[src/rtl/lcd_pkg.sv]
`default_nettype none
// ============================================================================
//  Module      : lcd_pkg
//  Description : Shared definitions for the LCD image controller and its
//                command sequencer: 3-bit command codes and the sequencer
//                state encoding.
//  Revision    : 1.0 - initial release
// ============================================================================
package lcd_pkg;

  // LCD controller command codes
  localparam logic [2:0] CMD_WRITE    = 3'd0;
  localparam logic [2:0] CMD_UP       = 3'd1;
  localparam logic [2:0] CMD_DOWN     = 3'd2;
  localparam logic [2:0] CMD_LEFT     = 3'd3;
  localparam logic [2:0] CMD_RIGHT    = 3'd4;
  localparam logic [2:0] CMD_AVERAGE  = 3'd5;
  localparam logic [2:0] CMD_MIRROR_X = 3'd6;
  localparam logic [2:0] CMD_MIRROR_Y = 3'd7;

  // Command sequencer states
  typedef enum logic [2:0] {
    ST_IDLE      = 3'd0,
    ST_FETCH     = 3'd1,
    ST_LATCH     = 3'd2,
    ST_ISSUE     = 3'd3,
    ST_WAIT_DONE = 3'd4
  } seq_state_t;

endpackage
`default_nettype wire

[src/rtl/lcd_cmd_seq.sv]
`default_nettype none
// ============================================================================
//  Module      : lcd_cmd_seq
//  Description : Command initiator for the LCD image controller. Reads a
//                command program from an external command ROM (one-cycle
//                read latency) and issues the commands one at a time on
//                cmd/cmd_valid, honouring busy. After the terminating WRITE
//                it waits for the controller's done.
//  Revision    : 1.0 - initial release
//
//  Ports
//    clk        in   clock, rising edge
//    reset      in   asynchronous reset, active low
//    start      in   one-cycle launch pulse, sampled in IDLE only
//    CROM_EN    out  command ROM read enable
//    CROM_A     out  command ROM address [AW-1:0]
//    CROM_Q     in   command ROM data [2:0], valid the cycle after CROM_EN
//    busy       in   LCD controller busy
//    done       in   LCD controller done (level)
//    cmd        out  command code [2:0]
//    cmd_valid  out  one-cycle qualifier for cmd
//    seq_busy   out  sequencer running
//    seq_done   out  program complete (sticky until next accepted start)
//    seq_err    out  ROM end reached without WRITE (sticky)
//    cmd_count  out  commands issued since last accepted start [AW:0]
// ============================================================================
module lcd_cmd_seq #(
  parameter int CMD_DEPTH = 16,
  parameter int AW        = 4
) (
  input  logic          clk,
  input  logic          reset,
  input  logic          start,
  output logic          CROM_EN,
  output logic [AW-1:0] CROM_A,
  input  logic [2:0]    CROM_Q,
  input  logic          busy,
  input  logic          done,
  output logic [2:0]    cmd,
  output logic          cmd_valid,
  output logic          seq_busy,
  output logic          seq_done,
  output logic          seq_err,
  output logic [AW:0]   cmd_count
);

  import lcd_pkg::*;

  localparam logic [AW-1:0] PC_LAST = AW'(CMD_DEPTH - 1);
  localparam logic [AW:0]   CNT_MAX = '1;

  seq_state_t    state, state_nxt;
  logic [AW-1:0] pc, pc_nxt, pc_inc;
  logic [2:0]    cmd_reg, cmd_reg_nxt;
  logic          start_armed;

  logic          crom_en_nxt;
  logic [AW-1:0] crom_a_nxt;
  logic [2:0]    cmd_nxt;
  logic          cmd_valid_nxt;
  logic          seq_busy_nxt;
  logic          seq_done_nxt;
  logic          seq_err_nxt;
  logic [AW:0]   cmd_count_nxt;

  assign pc_inc = pc + AW'(1);

  // start_armed stays low for the first edge after reset release so that a
  // start pulse coinciding with the release is not accepted.
  always_ff @(posedge clk or negedge reset) begin
    if (!reset) begin
      state       <= ST_IDLE;
      pc          <= '0;
      cmd_reg     <= CMD_WRITE;
      start_armed <= 1'b0;
      CROM_EN     <= 1'b0;
      CROM_A      <= '0;
      cmd         <= CMD_WRITE;
      cmd_valid   <= 1'b0;
      seq_busy    <= 1'b0;
      seq_done    <= 1'b0;
      seq_err     <= 1'b0;
      cmd_count   <= '0;
    end else begin
      state       <= state_nxt;
      pc          <= pc_nxt;
      cmd_reg     <= cmd_reg_nxt;
      start_armed <= 1'b1;
      CROM_EN     <= crom_en_nxt;
      CROM_A      <= crom_a_nxt;
      cmd         <= cmd_nxt;
      cmd_valid   <= cmd_valid_nxt;
      seq_busy    <= seq_busy_nxt;
      seq_done    <= seq_done_nxt;
      seq_err     <= seq_err_nxt;
      cmd_count   <= cmd_count_nxt;
    end
  end

  // Outputs are registered: each value below becomes visible in the state
  // being entered, so CROM_EN is set on the transition into FETCH.
  always_comb begin
    state_nxt     = state;
    pc_nxt        = pc;
    cmd_reg_nxt   = cmd_reg;
    crom_en_nxt   = 1'b0;
    crom_a_nxt    = CROM_A;
    cmd_nxt       = cmd;
    cmd_valid_nxt = 1'b0;
    seq_busy_nxt  = seq_busy;
    seq_done_nxt  = seq_done;
    seq_err_nxt   = seq_err;
    cmd_count_nxt = cmd_count;

    case (state)
      ST_IDLE: begin
        if (start && start_armed) begin
          state_nxt     = ST_FETCH;
          pc_nxt        = '0;
          crom_en_nxt   = 1'b1;
          crom_a_nxt    = '0;
          seq_busy_nxt  = 1'b1;
          seq_done_nxt  = 1'b0;
          seq_err_nxt   = 1'b0;
          cmd_count_nxt = '0;
        end
      end

      ST_FETCH: begin
        // ROM read is in flight; data is valid in LATCH.
        state_nxt = ST_LATCH;
      end

      ST_LATCH: begin
        cmd_reg_nxt = CROM_Q;
        state_nxt   = ST_ISSUE;
      end

      ST_ISSUE: begin
        // The cmd_valid term only matters for the automatic WRITE, which
        // would otherwise be issued on the cycle right after the last LEFT.
        if (!busy && !cmd_valid) begin
          cmd_nxt       = cmd_reg;
          cmd_valid_nxt = 1'b1;
          cmd_count_nxt = (cmd_count == CNT_MAX) ? cmd_count
                                                 : cmd_count + (AW+1)'(1);
          if (cmd_reg == CMD_WRITE) begin
            state_nxt = ST_WAIT_DONE;
          end else if (pc == PC_LAST) begin
            cmd_reg_nxt = CMD_WRITE;
            seq_err_nxt = 1'b1;
          end else begin
            pc_nxt      = pc_inc;
            crom_en_nxt = 1'b1;
            crom_a_nxt  = pc_inc;
            state_nxt   = ST_FETCH;
          end
        end
      end

      ST_WAIT_DONE: begin
        if (done) begin
          seq_done_nxt = 1'b1;
          seq_busy_nxt = 1'b0;
          state_nxt    = ST_IDLE;
        end
      end

      default: begin
        state_nxt = ST_IDLE;
      end
    endcase
  end

endmodule
`default_nettype wire

[config.mk]
export PLATFORM = sky130hd
export DESIGN_NAME = lcd_cmd_seq
export DESIGN_NICKNAME = d
export VERILOG_FILES = /design/src/rtl/lcd_pkg.sv /design/src/rtl/lcd_cmd_seq.sv
export SDC_FILE = /design/constraint.sdc
export NUM_CORES = 1
export LEC_CHECK = 0
export ABC_AREA = 1
export CAP_MARGIN = 15
export CORE_MARGIN = 2
export CORE_UTILIZATION = 45
export DETAILED_ROUTE_END_ITERATION = 12
export HOLD_SLACK_MARGIN = 0.05
export PLACE_DENSITY_LB_ADDON = 0.15
export SLEW_MARGIN = 40
export SYNTH_ARGS = -nofsm -noshare
export SYNTH_HDL_FRONTEND = slang
export SYNTH_SLANG_ARGS = --single-unit
[constraint.sdc]
create_clock -name clk -period 2.7 [get_ports clk]
set_input_delay 0.54 -clock clk [delete_from_list [all_inputs] [get_ports clk]]
set_output_delay 0.54 -clock clk [all_outputs]
set_load 0.02 [all_outputs]
Word-level counts from Yosys, hierarchy flattened

Index checks and enable logic that the tools add are counted.

Register bits: 24
Input port bits: 8
Output and inout bits: 17
Word-level logic and storage cells: 79

$add $sub $neg: 2
Eq/ne operators: 14
Mux-type cells: 36
Reductions and logical operators: 16

Operators with widths:

| cell                | number |
|---|---|
| $mux 3              | 8 |
| $mux 4              | 4 |
| $mux 5              | 3 |
| $pmux 3 s5          | 1 |
| $ne 2x2->1 const B  | 7 |
| $mux 1              | 13 |
| $reduce_and 4->1    | 3 |
| $pmux 5 s2          | 1 |
| $reduce_and 5->1    | 2 |
| $pmux 1 s2          | 4 |
| $pmux 4 s2          | 1 |
| $eq 3x2->1 const B  | 2 |
| $logic_not 3->1     | 2 |
| $pmux 3 s2          | 1 |
| $reduce_bool 2->1   | 3 |
| $add 5x1->5 const B | 1 |
| $eq 5x5->1 const B  | 1 |
| $add 4x1->4 const B | 1 |
| $eq 4x4->1 const B  | 1 |
| $eq 3x1->1 const B  | 1 |
| $eq 3x3->1 const B  | 1 |
| $ne 3x3->1 const B  | 1 |
| $reduce_and 3->1    | 1 |
| $logic_and 1x1->1   | 2 |
| 2 further kinds     | 3 |

Logic depth before layout (Yosys ltp)

Depth after elaboration: 5
Mapped depth: 8
Mapped depth without buffers: 8

Least setup slack after synthesis

Ideal clock, no wire load.

Path kind: flip-flop to flip-flop
Start point: reg cmd_count[0]
End point: reg cmd_count[0]
Library setup time: 0.128 ns
Arrival time: 1.430 ns
Slack: 1.142 ns
Cell stages (with the launch flop): 9
Buffers on the path: 0
Clock period less this slack: 1.558 ns
Path through: dfrtp_1 -> ha_1 -> nand2_1 -> nor2_1 -> ha_1 -> o21ai_1 -> nand2_4 -> nand2_1 -> o21ai_2

Word-level cells in the longest chain between the ends: 4
Elaborated cells between the ends (all ways): 7
Classes of those cells: add/sub: 1; eq/ne: 2; mux: 3; reduce/logical: 1

RTL lines:

| element                  | RTL line           | source |
|---|---|---|
| start: declaration       | lcd_cmd_seq.sv:44  | `output logic [AW:0] cmd_count` |
| start signal: assignment | lcd_cmd_seq.sv:96  | `cmd_count <= cmd_count_nxt;` |
| $add 5x1->5              | lcd_cmd_seq.sv:146 | `: cmd_count + (AW+1)'(1);` |
| $mux 5                   | lcd_cmd_seq.sv:145 | `cmd_count_nxt = (cmd_count == CNT_MAX) ? cmd_count` |
| $mux 5                   | lcd_cmd_seq.sv:142 | `if (!busy && !cmd_valid) begin` |
| $pmux 5 s2               | lcd_cmd_seq.sv:115 | `case (state)` |

Parallel ways exist; a longest one is shown, timed or not. The select of a mux whose other input is x is not followed.
A chain may end at the register's enable or synchronous reset.

Worst setup path after layout

Start point: reg cmd_count[0]
End point: out cmd_count[0]

No word-level cell between the ends.

==> out/metrics.yaml <==
async_flop_share_pct: 100.0
pre_cts_ws_ps: 816.9
hold_class: "reg -> reg"
worstReg2RegEnd: "pc[2]$_DFFE_PN0P_"
drtIter0Drc: 19
cts_tree: "yes"
fill_cells: 254
final_area_um2: 1554
drc: 0
ctsHoldBuffers: 0
drv_cap: 0
vias: 1022
clkTransAtPathRegs_ps: 140
post_cts_buffers: 0
rsz0062_at_grt: "false"
ant_nets: 0
placeableCoreArea_um2: 2686
fin_nets: 186
grt_pass1_vias: 1007
synth_edf_count: 0
leakage_nw: 0.7504
finalHoldViolCount: 0
critPathKind: "reg -> out"
synth.avg_cell_area_um2: 8.510
clock_path_buffers: 2
hp-start: "seq_busy$_DFFE_PN0P_"
crit_arrival_ps: 1400
drive_above_1_share_pct: 13.79
critPathRequiredTime_ps: 2160
start_kind: "flop"
die-area_um2: 3197
dp_hpwl_um: 1838
r2r_start: "state[2]$_DFFE_PN0P_"
hold_slack_ps: 489.5
cp_max_fo: 5
syn-num-nets: 157
grt_max_degree: 25
yosysMostFrequentCell: "nand2_1"
grt_pass1_wl_um: 4271
io_pins: 25
yosys.cell_types.count: 25
whs_path_depth: 2
die_height_um: 56.55
crit_family: "buffers and inverters"
setup-tns-final_ps: 0
largest_register_ffs: 6
r2r_slack_ps: 1140
seq_power_share_pct: 36.2
synth_top_area_cell: "dfrtp_1"
post_drt_wl_per_cell_um: 11.78
cts_root_buf: "clkbuf_4"
drt_pass1_iterations: 4
p_sw_share_pct: 44.91
combPwrFrac_pct: 52.0
antenna_found_initial: 0
worstRegToRegCells: 7
numCtsBuffers: 3
syn_area_um2: 1242
die-width_um: 56.55
synth_top_area_share_pct: 48.34
htreeDepth: 1
hold_end: "seq_busy$_DFFE_PN0P_"
syn_to_final_growth_pct: 25.08
start_util_pct: 46.25
ys.warnings.count: 0
outcome: "completed"
p_per_area_nw_per_um2: 1033
cts_sinks: 24
synthTopCellsByCount: "nand2_1 (48), dfrtp_1 (24), nand3_1 (16)"
ir_drop_uv: 664.2
num_rows: 19
fin_skew_ps: 11.02
drv_slew: 0
synth_area_leaders: "dfrtp_1 (48%), nand2_1 (15%), nand3_1 (6.4%)"
fin_crit_sh_pct: 72.03
clock_latency_ps: 310
place_congestion: 0.8019
cts_resized: 0
synth-seq-cells: 24
p_int_mw: 0.8845
path_cells: "clkdlybuf4s50_1"
port_buffers: 24
syn_inst: 146
setup_viol_count_final: 0
cpPeakStageDelay_ps: 650
place_area_um2: 1518
totalWireLength_um: 2415
post_drt_via_cell_ratio: 4.985
clock.fmax_mhz: 514.2
crit_buf_inv: 1
fin_crit_ps: 1945
ys_seq_area_share_pct: 48.34
clockPowerShare_pct: 11.8
grt.total_usage_pct: 16.72
ys.flop_type: "dfrtp_1"
gr-total-overflow: 0
slowest_stage: "clkdlybuf4s50_1"
num_antenna_cells: 0
power_switching_mw: 0.7209
layout_setup_ws_ps: 755.1
end_kind: "primary output"
[routing by layer]
layer	global-route usage, %	share of wire (%)
met5	0	0
met4	6.803	1.5
met3	2.995	3.2
met2	27.24	48
met1	21.91	48
[stage by stage]
step	utilization, %	total power, mW	instances
detailed placement	56.50	1.432	201
finish	57.85	1.605	205
global route	57.85	1.750	205
floorplan	-	1.180	146
global placement	56.50	1.410	201
CTS	57.85	1.627	205
[power by group through the flow]
| stage | combinational [mW] | sequential, mW | clock [mW] |
|---|---|---|---|
| after floorplan | 0.516 | 0.664 | 0 |
| after global placement | 0.826 | 0.584 | 0 |
| after detailed placement | 0.844 | 0.589 | 0 |
| after CTS | 0.847 | 0.582 | 0.199 |
| after global routing | 0.941 | 0.599 | 0.211 |
| final | 0.834 | 0.582 | 0.189 |
[area by class of cell]
| cell class | instances | area, µm² | share of cell area (%) |
|---|---|---|---|
| flip-flops and latches | 24 | 600.6 | 38.65 |
| inverters | 13 | 48.80 | 3.140 |
| well taps | 31 | 38.79 | 2.496 |
| repair buffers | 25 | 247.7 | 15.94 |
| multi-input cells | 108 | 581.8 | 37.44 |
| clock buffers | 4 | 36.28 | 2.335 |
[cell families after synthesis]
logic type / count (synthesis) / share of synthesized area, %
other cells: 1 / 0.3018
compound gates: 12 / 5.135
fa+ha+maj: 3 / 3.021
buf+inv: 14 / 4.834
simple gates: 92 / 38.37
flops: 24 / 48.34
[layout by cell type (no fill, tap or decap), types with 3 or more instances in the layout]
cell | synthesis | final
inv_2 | 3 | 3
dfrtp_1 | 24 | 24
nand3_1 | 16 | 16
o21ai_1 | 9 | 9
inv_1 | 10 | 10
nand2_2 | 3 | 3
nand2_1 | 48 | 48
nor2_1 | 9 | 9
ha_1 | 3 | 3
clkbuf_4 | 0 | 3
clkdlybuf4s50_1 | 0 | 24
[how the worst max path moves through the flow]
stage / startpoint / cells past startpoint / endpoint
after CTS: cmd_count[0]$_DFFE_PN0P_ / 1 / cmd_count[0]
after global routing: cmd_count[0]$_DFFE_PN0P_ / 1 / cmd_count[0]
final: cmd_count[0]$_DFFE_PN0P_ / 1 / cmd_count[0]
after global placement: busy / 7 / cmd_count[0]$_DFFE_PN0P_
after detailed placement: busy / 7 / cmd_count[0]$_DFFE_PN0P_
after floorplan: cmd_count[0]$_DFFE_PN0P_ / 8 / cmd_count[0]$_DFFE_PN0P_
No activity file was read; power rests on OpenSTA's default activity.
